===== config.mk =====
export PLATFORM = sky130hd
export DESIGN_NAME = counter_display_ctrl
export DESIGN_NICKNAME = d
export VERILOG_FILES = /design/src/rtl/counter_display_pkg.sv /design/src/rtl/seg7_decoder.sv /design/src/rtl/counter_display_ctrl.sv
export SDC_FILE = /design/constraint.sdc
export NUM_CORES = 1
export LEC_CHECK = 0
export ABC_CLOCK_PERIOD_IN_PS = 4300
export BUFFER_PORTS_ARGS = -buffer_cell sky130_fd_sc_hd__buf_2
export CORE_MARGIN = 1
export CORE_UTILIZATION = 35
export DETAILED_ROUTE_END_ITERATION = 8
export GPL_TIMING_DRIVEN = 0
export SLEW_MARGIN = 0
export SYNTH_ARGS = -nofsm -noshare
export SYNTH_HDL_FRONTEND = slang
export SYNTH_HIERARCHICAL = 1
export SYNTH_SLANG_ARGS = --single-unit

===== constraint.sdc =====
create_clock -name clk -period 4.3 [get_ports clk]
set_input_delay 0.645 -clock clk [delete_from_list [all_inputs] [get_ports clk]]
set_output_delay 0.645 -clock clk [all_outputs]
set_load 0.05 [all_outputs]

===== src/rtl/counter_display_pkg.sv =====
// Shared types and constants for the two-digit seven-segment counter controller.
// Segment codes are active-low, ordered abcdefg with segment a at the MSB.
package counter_display_pkg;

    // Controller states
    typedef enum logic [1:0] {
        ST_IDLE   = 2'd0,
        ST_RUN    = 2'd1,
        ST_PAUSED = 2'd2
    } state_e;

    // Width of one digit's segment bus
    localparam int SEG_W = 7;

    // All segments off (active-low)
    localparam logic [SEG_W-1:0] SEG_BLANK = 7'b1111111;

    // Active-low segment patterns for decimal digits 0..9
    localparam logic [SEG_W-1:0] SEG_DIGIT [0:9] = '{
        7'b0000001,  // 0
        7'b1001111,  // 1
        7'b0010010,  // 2
        7'b0000110,  // 3
        7'b1001100,  // 4
        7'b0100100,  // 5
        7'b0100000,  // 6
        7'b0001111,  // 7
        7'b0000000,  // 8
        7'b0000100   // 9
    };

    // Split a binary value 0..99 into {tens, ones} BCD nibbles.
    // Comparison ladder instead of a divider: the range is tiny and fixed.
    function automatic logic [7:0] bin_to_bcd(input logic [6:0] value);
        logic [3:0] tens;
        tens = 4'd0;
        for (int i = 1; i < 10; i++) begin
            tens = (value >= 7'(i * 10)) ? 4'(i) : tens;
        end
        return {tens, 4'(value - (7'(tens) * 7'd10))};
    endfunction

endpackage


===== src/rtl/seg7_decoder.sv =====
// Single-digit seven-segment decoder, active-low outputs (abcdefg, a at MSB).
// A blank request or a non-decimal digit turns every segment off.
module seg7_decoder
    import counter_display_pkg::*;
(
    input  logic [3:0]       digit_i,
    input  logic             blank_i,
    output logic [SEG_W-1:0] seg_o
);

    // Look up the segment pattern for the digit, or blank it
    always_comb begin
        seg_o = SEG_BLANK;
        if (blank_i) begin
            seg_o = SEG_BLANK;
        end else if (digit_i <= 4'd9) begin
            seg_o = SEG_DIGIT[digit_i];
        end else begin
            seg_o = SEG_BLANK;
        end
    end

endmodule


===== src/rtl/counter_display_ctrl.sv =====
// Run/pause/clear controller for a two-digit seven-segment counter.
// Counts 0..MAX_COUNT up or down, one step every TICK_DIV clock cycles while
// running, and drives a 14-bit active-low {tens, ones} segment bus.
// Build option COUNTER_SATURATE_EN: instead of wrapping, a terminal step holds
// the count, returns to IDLE and pulses wrap once as a completion flag.
module counter_display_ctrl
    import counter_display_pkg::*;
#(
    parameter int TICK_DIV  = 1,
    parameter int MAX_COUNT = 99
) (
    input  logic        clk,
    input  logic        rst,
    input  logic        start,
    input  logic        pause,
    input  logic        clear,
    input  logic        up_dn,
    output logic        busy,
    output logic        wrap,
    output logic [6:0]  count,
    output logic [13:0] result
);

    localparam int                 PRESC_W    = (TICK_DIV > 1) ? $clog2(TICK_DIV) : 1;
    localparam logic [PRESC_W-1:0] PRESC_LAST = PRESC_W'(TICK_DIV - 1);
    localparam logic [6:0]         MAX_VAL    = 7'(MAX_COUNT);

    generate
        if (MAX_COUNT < 1 || MAX_COUNT > 99) begin : g_bad_max_count
            $error("counter_display_ctrl: MAX_COUNT must be within 1..99");
        end
        if (TICK_DIV < 1) begin : g_bad_tick_div
            $error("counter_display_ctrl: TICK_DIV must be at least 1");
        end
    endgenerate

    state_e             state_q;
    logic [PRESC_W-1:0] presc_q;
    logic [PRESC_W-1:0] presc_d;
    logic [6:0]         count_q;
    logic [6:0]         count_step_d;
    logic               busy_q;
    logic               wrap_q;
    logic               tick_s;
    logic               terminal_s;
    logic [7:0]         bcd_s;
    logic               tens_blank_s;
    logic [SEG_W-1:0]   tens_seg_s;
    logic [SEG_W-1:0]   ones_seg_s;

    // Prescaler advance and the candidate next count for a step in the current direction
    always_comb begin
        tick_s       = (presc_q == PRESC_LAST);
        presc_d      = tick_s ? {PRESC_W{1'b0}} : (presc_q + PRESC_W'(1));
        count_step_d = count_q;
        terminal_s   = 1'b0;
        if (up_dn) begin
            if (count_q == MAX_VAL) begin
                count_step_d = 7'd0;
                terminal_s   = 1'b1;
            end else begin
                count_step_d = count_q + 7'd1;
                terminal_s   = 1'b0;
            end
        end else begin
            if (count_q == 7'd0) begin
                count_step_d = MAX_VAL;
                terminal_s   = 1'b1;
            end else begin
                count_step_d = count_q - 7'd1;
                terminal_s   = 1'b0;
            end
        end
    end

    // Control FSM with registered count, prescaler, busy and wrap; clear beats pause beats start
    always_ff @(posedge clk or posedge rst) begin
        if (rst) begin
            state_q <= ST_IDLE;
            presc_q <= {PRESC_W{1'b0}};
            count_q <= 7'd0;
            busy_q  <= 1'b0;
            wrap_q  <= 1'b0;
        end else if (clear) begin
            state_q <= ST_IDLE;
            presc_q <= {PRESC_W{1'b0}};
            count_q <= 7'd0;
            busy_q  <= 1'b0;
            wrap_q  <= 1'b0;
        end else begin
            wrap_q <= 1'b0;
            case (state_q)
                ST_IDLE: begin
                    if (!pause && start) begin
                        state_q <= ST_RUN;
                        presc_q <= {PRESC_W{1'b0}};
                        busy_q  <= 1'b1;
                    end else begin
                        busy_q  <= 1'b0;
                    end
                end
                ST_RUN: begin
                    if (pause) begin
                        // A coinciding tick is dropped; prescaler is kept as-is
                        state_q <= ST_PAUSED;
                        busy_q  <= 1'b0;
                    end else begin
                        presc_q <= presc_d;
                        busy_q  <= 1'b1;
                        if (tick_s) begin
`ifdef COUNTER_SATURATE_EN
                            if (terminal_s) begin
                                state_q <= ST_IDLE;
                                busy_q  <= 1'b0;
                                wrap_q  <= 1'b1;
                            end else begin
                                count_q <= count_step_d;
                            end
`else
                            count_q <= count_step_d;
                            wrap_q  <= terminal_s;
`endif
                        end else begin
                            count_q <= count_q;
                        end
                    end
                end
                ST_PAUSED: begin
                    if (!pause && start) begin
                        state_q <= ST_RUN;
                        busy_q  <= 1'b1;
                    end else begin
                        busy_q  <= 1'b0;
                    end
                end
                default: begin
                    state_q <= ST_IDLE;
                    presc_q <= {PRESC_W{1'b0}};
                    busy_q  <= 1'b0;
                end
            endcase
        end
    end

    // Display digits follow the registered count combinationally
    always_comb begin
        bcd_s        = bin_to_bcd(count_q);
        tens_blank_s = (count_q < 7'd10);
    end

    seg7_decoder u_tens_dec (
        .digit_i (bcd_s[7:4]),
        .blank_i (tens_blank_s),
        .seg_o   (tens_seg_s)
    );

    seg7_decoder u_ones_dec (
        .digit_i (bcd_s[3:0]),
        .blank_i (1'b0),
        .seg_o   (ones_seg_s)
    );

    assign busy   = busy_q;
    assign wrap   = wrap_q;
    assign count  = count_q;
    assign result = {tens_seg_s, ones_seg_s};

endmodule


== Yosys cells after proc, flatten, opt, wreduce, memory -nomap -nowiden ==
Memories as Yosys holds them, arrays and structs flattened.
Index checks and enable logic that the tools add are counted.
Storage, ports and cells
  bits in registers: 12
  memories: 2
  word-level logic and storage cells: 90
  bits in read-only memories: 224
  output and inout bits: 23
Operators by class
  order comparisons: 14
  bitwise operators: 2
  add/sub/neg operators: 4
  equality and inequality tests: 10
  $mul: 1
  mux-type cells: 43
  reduce and logical (&&, ||, !) cells: 9
Memory list
  (no name shown): words 16, bits a word 7, read ports 1, clocked after Yosys merged registers in 0, wr ports 0, RTL line seg7_decoder.sv:17  | seg_o = SEG_DIGIT[digit_i];
  (no name shown): words 16, bits a word 7, read ports 1, clocked after Yosys merged registers in 0, wr ports 0, RTL line seg7_decoder.sv:17
Operators by type and width (count)
  $mux 7: 14
  $ge 7x6->1 const B: 3
  $ge 7x7->1 const B: 3
  $mux 1: 15
  $ge 7x5->1 const B: 2
  $mux 3: 4
  $ge 5x5->1 const B: 2
  $mux 2: 5
  $not 4->5: 2
  $ne 3x3->1 const B: 3
  $le 4x4->1 const B: 2
  $mux 4: 2
  $add 7x1->7 const B: 1
  $eq 7x7->1 const B: 1
  $ge 7x4->1 const B: 1
  $logic_not 7->1: 1
  $lt 7x4->1 const B: 1
  $sub 7x1->7 const B: 1
  $reduce_and 3->1: 2
  $mul 4x3->3 const B: 1
  $ne 2x2->1 const B: 2
  $pmux 2 s2: 1
  $sub 4x4->4: 1
  $ne 3x1->1 const B: 1
  other kinds (12): 12

== Longest topological paths before layout ==
  depth in word-level cells: 17
  depth in mapped cells: 13
  mapped depth without buffers: 12

== Cells and area by module ==
Netlist, hierarchy kept.
By module, submodules not included
  counter_display_ctrl: area each 1032.2 um^2, cells an instance 130, times used 1
  seg7_decoder: area each 214.0 um^2, cells an instance 30, times used 2

== Least setup slack after synthesis ==
OpenSTA, ideal clock, no wires.
  path kind: flip-flop to output port
  start: register count_q[3], in the netlist count[3]
  end: output port result[0]
  data required time: 3.655 ns
  data arrival time: 3.716 ns
  slack: -0.061 ns
  buffers on the path: 1
  cell stages (with the launch flop): 12
  cell sequence: dfrtp_1 -> buf_2 -> nand2b_1 -> o21ai_0 -> a311oi_1 -> o211a_1 -> ha_1 -> fa_1 -> xor2_1 -> xnor2_1 -> xnor2_1 -> o21ai_0
On the way
  longest elaborated chain between the ends: 17
RTL lines
  start: declaration: RTL line counter_display_ctrl.sv:40  | logic [6:0] count_q;
  start signal: assignment: RTL line counter_display_ctrl.sv:120  | count_q <= count_step_d;
  start signal: assignment: RTL line counter_display_ctrl.sv:124  | count_q <= count_q;
  $ge 7x4->1: RTL line counter_display_pkg.sv:38  | tens = (value >= 7'(i * 10)) ? 4'(i) : tens;
  $mux 1: RTL line counter_display_pkg.sv:38
  $mux 2 (2 in a row): RTL line counter_display_pkg.sv:38
  $mux 3 (4 in a row): RTL line counter_display_pkg.sv:38
  $mux 4: RTL line counter_display_pkg.sv:38
  $mux 4 *: RTL line counter_display_pkg.sv:38
  via bcd_s[4]: RTL line counter_display_ctrl.sv:46  | logic [7:0] bcd_s;
  $mul 4x3->3 *: RTL line counter_display_pkg.sv:40  | return {tens, 4'(value - (7'(tens) * 7'd10))};
  $sub 4x4->4 *: RTL line counter_display_pkg.sv:40
  via bcd_s[3]: RTL line counter_display_ctrl.sv:46
  $not 4->5 (implied by the code): RTL line seg7_decoder.sv:17
  $mem_v2 16x7
  $mux 7 (implied by the code) (2 in a row): RTL line seg7_decoder.sv:17
  $mux 7 *: RTL line seg7_decoder.sv:16  | end else if (digit_i <= 4'd9) begin
  end: declaration: RTL line counter_display_ctrl.sv:21  | output logic [13:0] result
The timed path passes the listed nets; every way through them passes the cells marked *. The select of a mux whose other input is x is not followed.

== Worst setup path in the final report ==
  start: register count_q[3], in the netlist count[3]
  end: output port result[2]
Same word-level chain as after synthesis.

==> impl_metrics.yaml <==
timing:
  setup_violations: 0
  finalSetupTns_ps: 0
  grt_setup_unrepaired: "no"
  period_share_pct: 94.8
  clock.fmax_ghz: 0.245
  slew_headroom_pct: 54.5
  drv_slew: 0
  hold_viol_final: 0
  holdWs_ps: 396
  min_period_ps: 4070
  finClkSkew_ps: 0.499
  worst_pin_slew_ps: 675
floorplan:
  start_util_pct: 36.5
  die_area_um2: 4430
  fp-row-count: 23
  dieWidth_um: 66.6
  die_h_um: 66.6
  ios: 29
  core_area_um2: 4000
power_and_ir_drop:
  p_switching_mw: 0.445
  power.total_mw: 0.813
  p_int_mw: 0.369
  power_density_nw_per_um2: 473
  swShare_pct: 54.6
  combPwrFrac_pct: 72.8
  leakage_nw: 0.778
  vdd_drop_max_mv: 0.200
  seqPwrFrac_pct: 14.9
  clkPwrFrac_pct: 12.3
layout:
  drive_gt1_share_pct: 23.4
  nFillCells: 428
  post-route-cell-area_um2: 1720
  nNetsFinal: 244
  diodes: 0
  area_delta_synth_final_pct: 17.7
route:
  wire_per_inst_um: 12.0
  vias: 1397
  wl_um: 3280
  ant_nets: 0
  drt_iter0_markers: 53
  dr.pass1.iters: 5
  route.detailed.drc: 0
  viasPerCell: 5.14
setup_path:
  worstRegToRegCells: 6
  regToRegStartpoint: "count[0]$_DFFE_PP0P_"
  crit_fanout: 9
  endpoint: "result[2]"
  critPathLaunchType: "register"
  end_kind: "primary output"
  rr_endpoint: "count[2]$_DFFE_PP0P_"
  criticalPathCategory: "register to primary output"
  crit_required_ps: 3650
  cp-startpoint: "count[3]$_DFFE_PP0P_"
  r2r_slack_ps: 2310
  critPathArrivalTime_ps: 3430
logic_synthesis:
  synth_warnings: 6
  async_reset_ff_share_pct: 100
  synth.distinct_cells: 51
  syn_area_um2: 1460
  ys_seq_area_share_pct: 18.9
  yosys.area.top_type_share_pct: 18.9
  synth-edff-count: 0
  synth_seq_cells: 11
  syn_nets: 211
  syn_avg_cell_area_um2: 7.69
  synth_cells: 190
  yosys.cell_count.top_type: "nand2_1"
  ys.flop_type: "dfrtp_1"
  ys_top_cells_by_count: "nand2_1, o21ai_0, nor2_1"
  synth_top_cell_by_area: "dfrtp_1"
  yosys-top-cells-area: "dfrtp_1, ha_1, o21ai_0"
clock_network:
  cts_tree: "built"
  clk_pin_slew_ps: 50
  cts_num_sinks: 11
  holdBufCountCts: 0
  clock_latency_ps: 230
  cts_buffers: 3
  htreeDepth: 1
  clockBufferDepth: 2
  cts_root_buffer: "clkbuf_8"
global_routing:
  grt_max_degree: 13
  gr-total-overflow: 0
  grtUsageTotal_pct: 15.9
  grt_pass1_wl_um: 5540
  grt_pass1_vias: 1187
  antenna_found_initial: 0
placement:
  placed_area_um2: 1660
  hpwlAfterDp_um: 2530
  gp_congestion: 0.803
  portBuffers: 28
run:
  max-cap-violations: 0
worst_hold_path:
  hold_path_class: "primary input to async pin"
outcome:
  status: "finished, final reports clean"
==> timing repair <==
item,CTS,global route
setup buffers,0,1
pin swaps,0,1
setup endpoints to repair,1,1
resized for setup,1,0
==> layer usage <==
layer / vias up / GRT usage [%] / wire length (um) / part of all wire, %
met2: 24 / 27.1 / 1560 / 48
met1: 638 / 21.1 / 1600 / 49
li1: 733 / - / - / -
met5: - / 0 / 0 / 0
met4: 0 / 3.99 / 19 / 0.58
met3: 2 / 1.54 / 95 / 2.9
==> registers in the layout (all words and copies together), names as in the netlist <==
register,count
busy,1
state_q,2
wrap,1
count,7
==> through the flow <==
step	util [%]	std cells	worst slack, ps
6_report	43.0	272	226
5_1_grt	43.0	272	18.8
4_1_cts	42.9	272	149
3_5_place_dp	41.6	268	257
3_3_place_gp	41.6	268	243
2_1_floorplan	-	190	-60.8
==> worst min-delay path by stage <==
stage	startpoint	to	slack [ps]	cells after the start
2_1_floorplan	rst	busy$_DFF_PP0_	500	1
3_3_place_gp	state_q[0]$_DFFE_PP0P_	state_q[1]$_DFFE_PP0P_	610	2
3_5_place_dp	state_q[0]$_DFFE_PP0P_	state_q[1]$_DFFE_PP0P_	620	2
4_1_cts	rst	count[3]$_DFFE_PP0P_	410	2
5_1_grt	rst	count[1]$_DFFE_PP0P_	440	2
6_report	rst	count[1]$_DFFE_PP0P_	400	2
==> area by class of cell <==
class                      instances  area (um2)  share of cell area (%)
sequential                        11         275                    16.0
clock buffer                       4        45.0                    2.62
buffer                            10        55.1                    3.20
timing repair buffer              29         148                    8.59
multi-input combinational        153        1080                    62.7
inverter                          15        56.3                    3.28
tap                               50        62.6                    3.64
==> logic make-up after synthesis <==
logic type                 synth area share [%]
DFF                                        18.9
buffers and inverters                      7.88
muxes                                      1.37
other                                     0.257
and+or+nand+nor                            26.6
xor gates and xnor gates                   3.60
adders and majority gates                  13.4
AOI/OAI and AO/OA                          28.0
==> cell usage in the layout (no fill, tap or decap), types with 2 or more instances in the layout <==
cell and instances:
nand2b_1 5, o31ai_1 2, nor3b_1 3, a311oi_1 2, xnor2_1 3, o211ai_1 2
nor2b_4 2, o21ai_0 20, mux2i_1 2, nand2_1 22, buf_4 4, buf_2 33
clkbuf_8 3, inv_1 15, o21bai_4 2, or4_1 2, dfrtp_1 11, nor2b_1 2
nor4_1 2, clkbuf_1 3, nand3_1 5, nor2_1 19, xor2_1 2, ha_1 14
a21oi_1 13, a21oi_4 2
==> critical path, cell delays in order (launching register included) <==
cell and delay [ps]:
dfrtp_1 360, buf_2 170, nand2b_1 180, o21ai_0 160, a311oi_1 110, o211a_1 320, ha_1 230, fa_1 370
xor2_1 160, xnor2_1 160, xnor2_2 360, nand2b_1 180, nand2_1 60, o211ai_1 100, buf_2 290
==> power by group through the flow <==
stage	logic [mW]	registers, mW	clock network, mW
after floorplan	0.463	0.137	0
after global placement	0.576	0.123	0
after detailed placement	0.577	0.123	0
after CTS	0.586	0.121	0.104
after global routing	0.649	0.123	0.111
final	0.592	0.121	0.100
(Power assumes the default switching activity.)
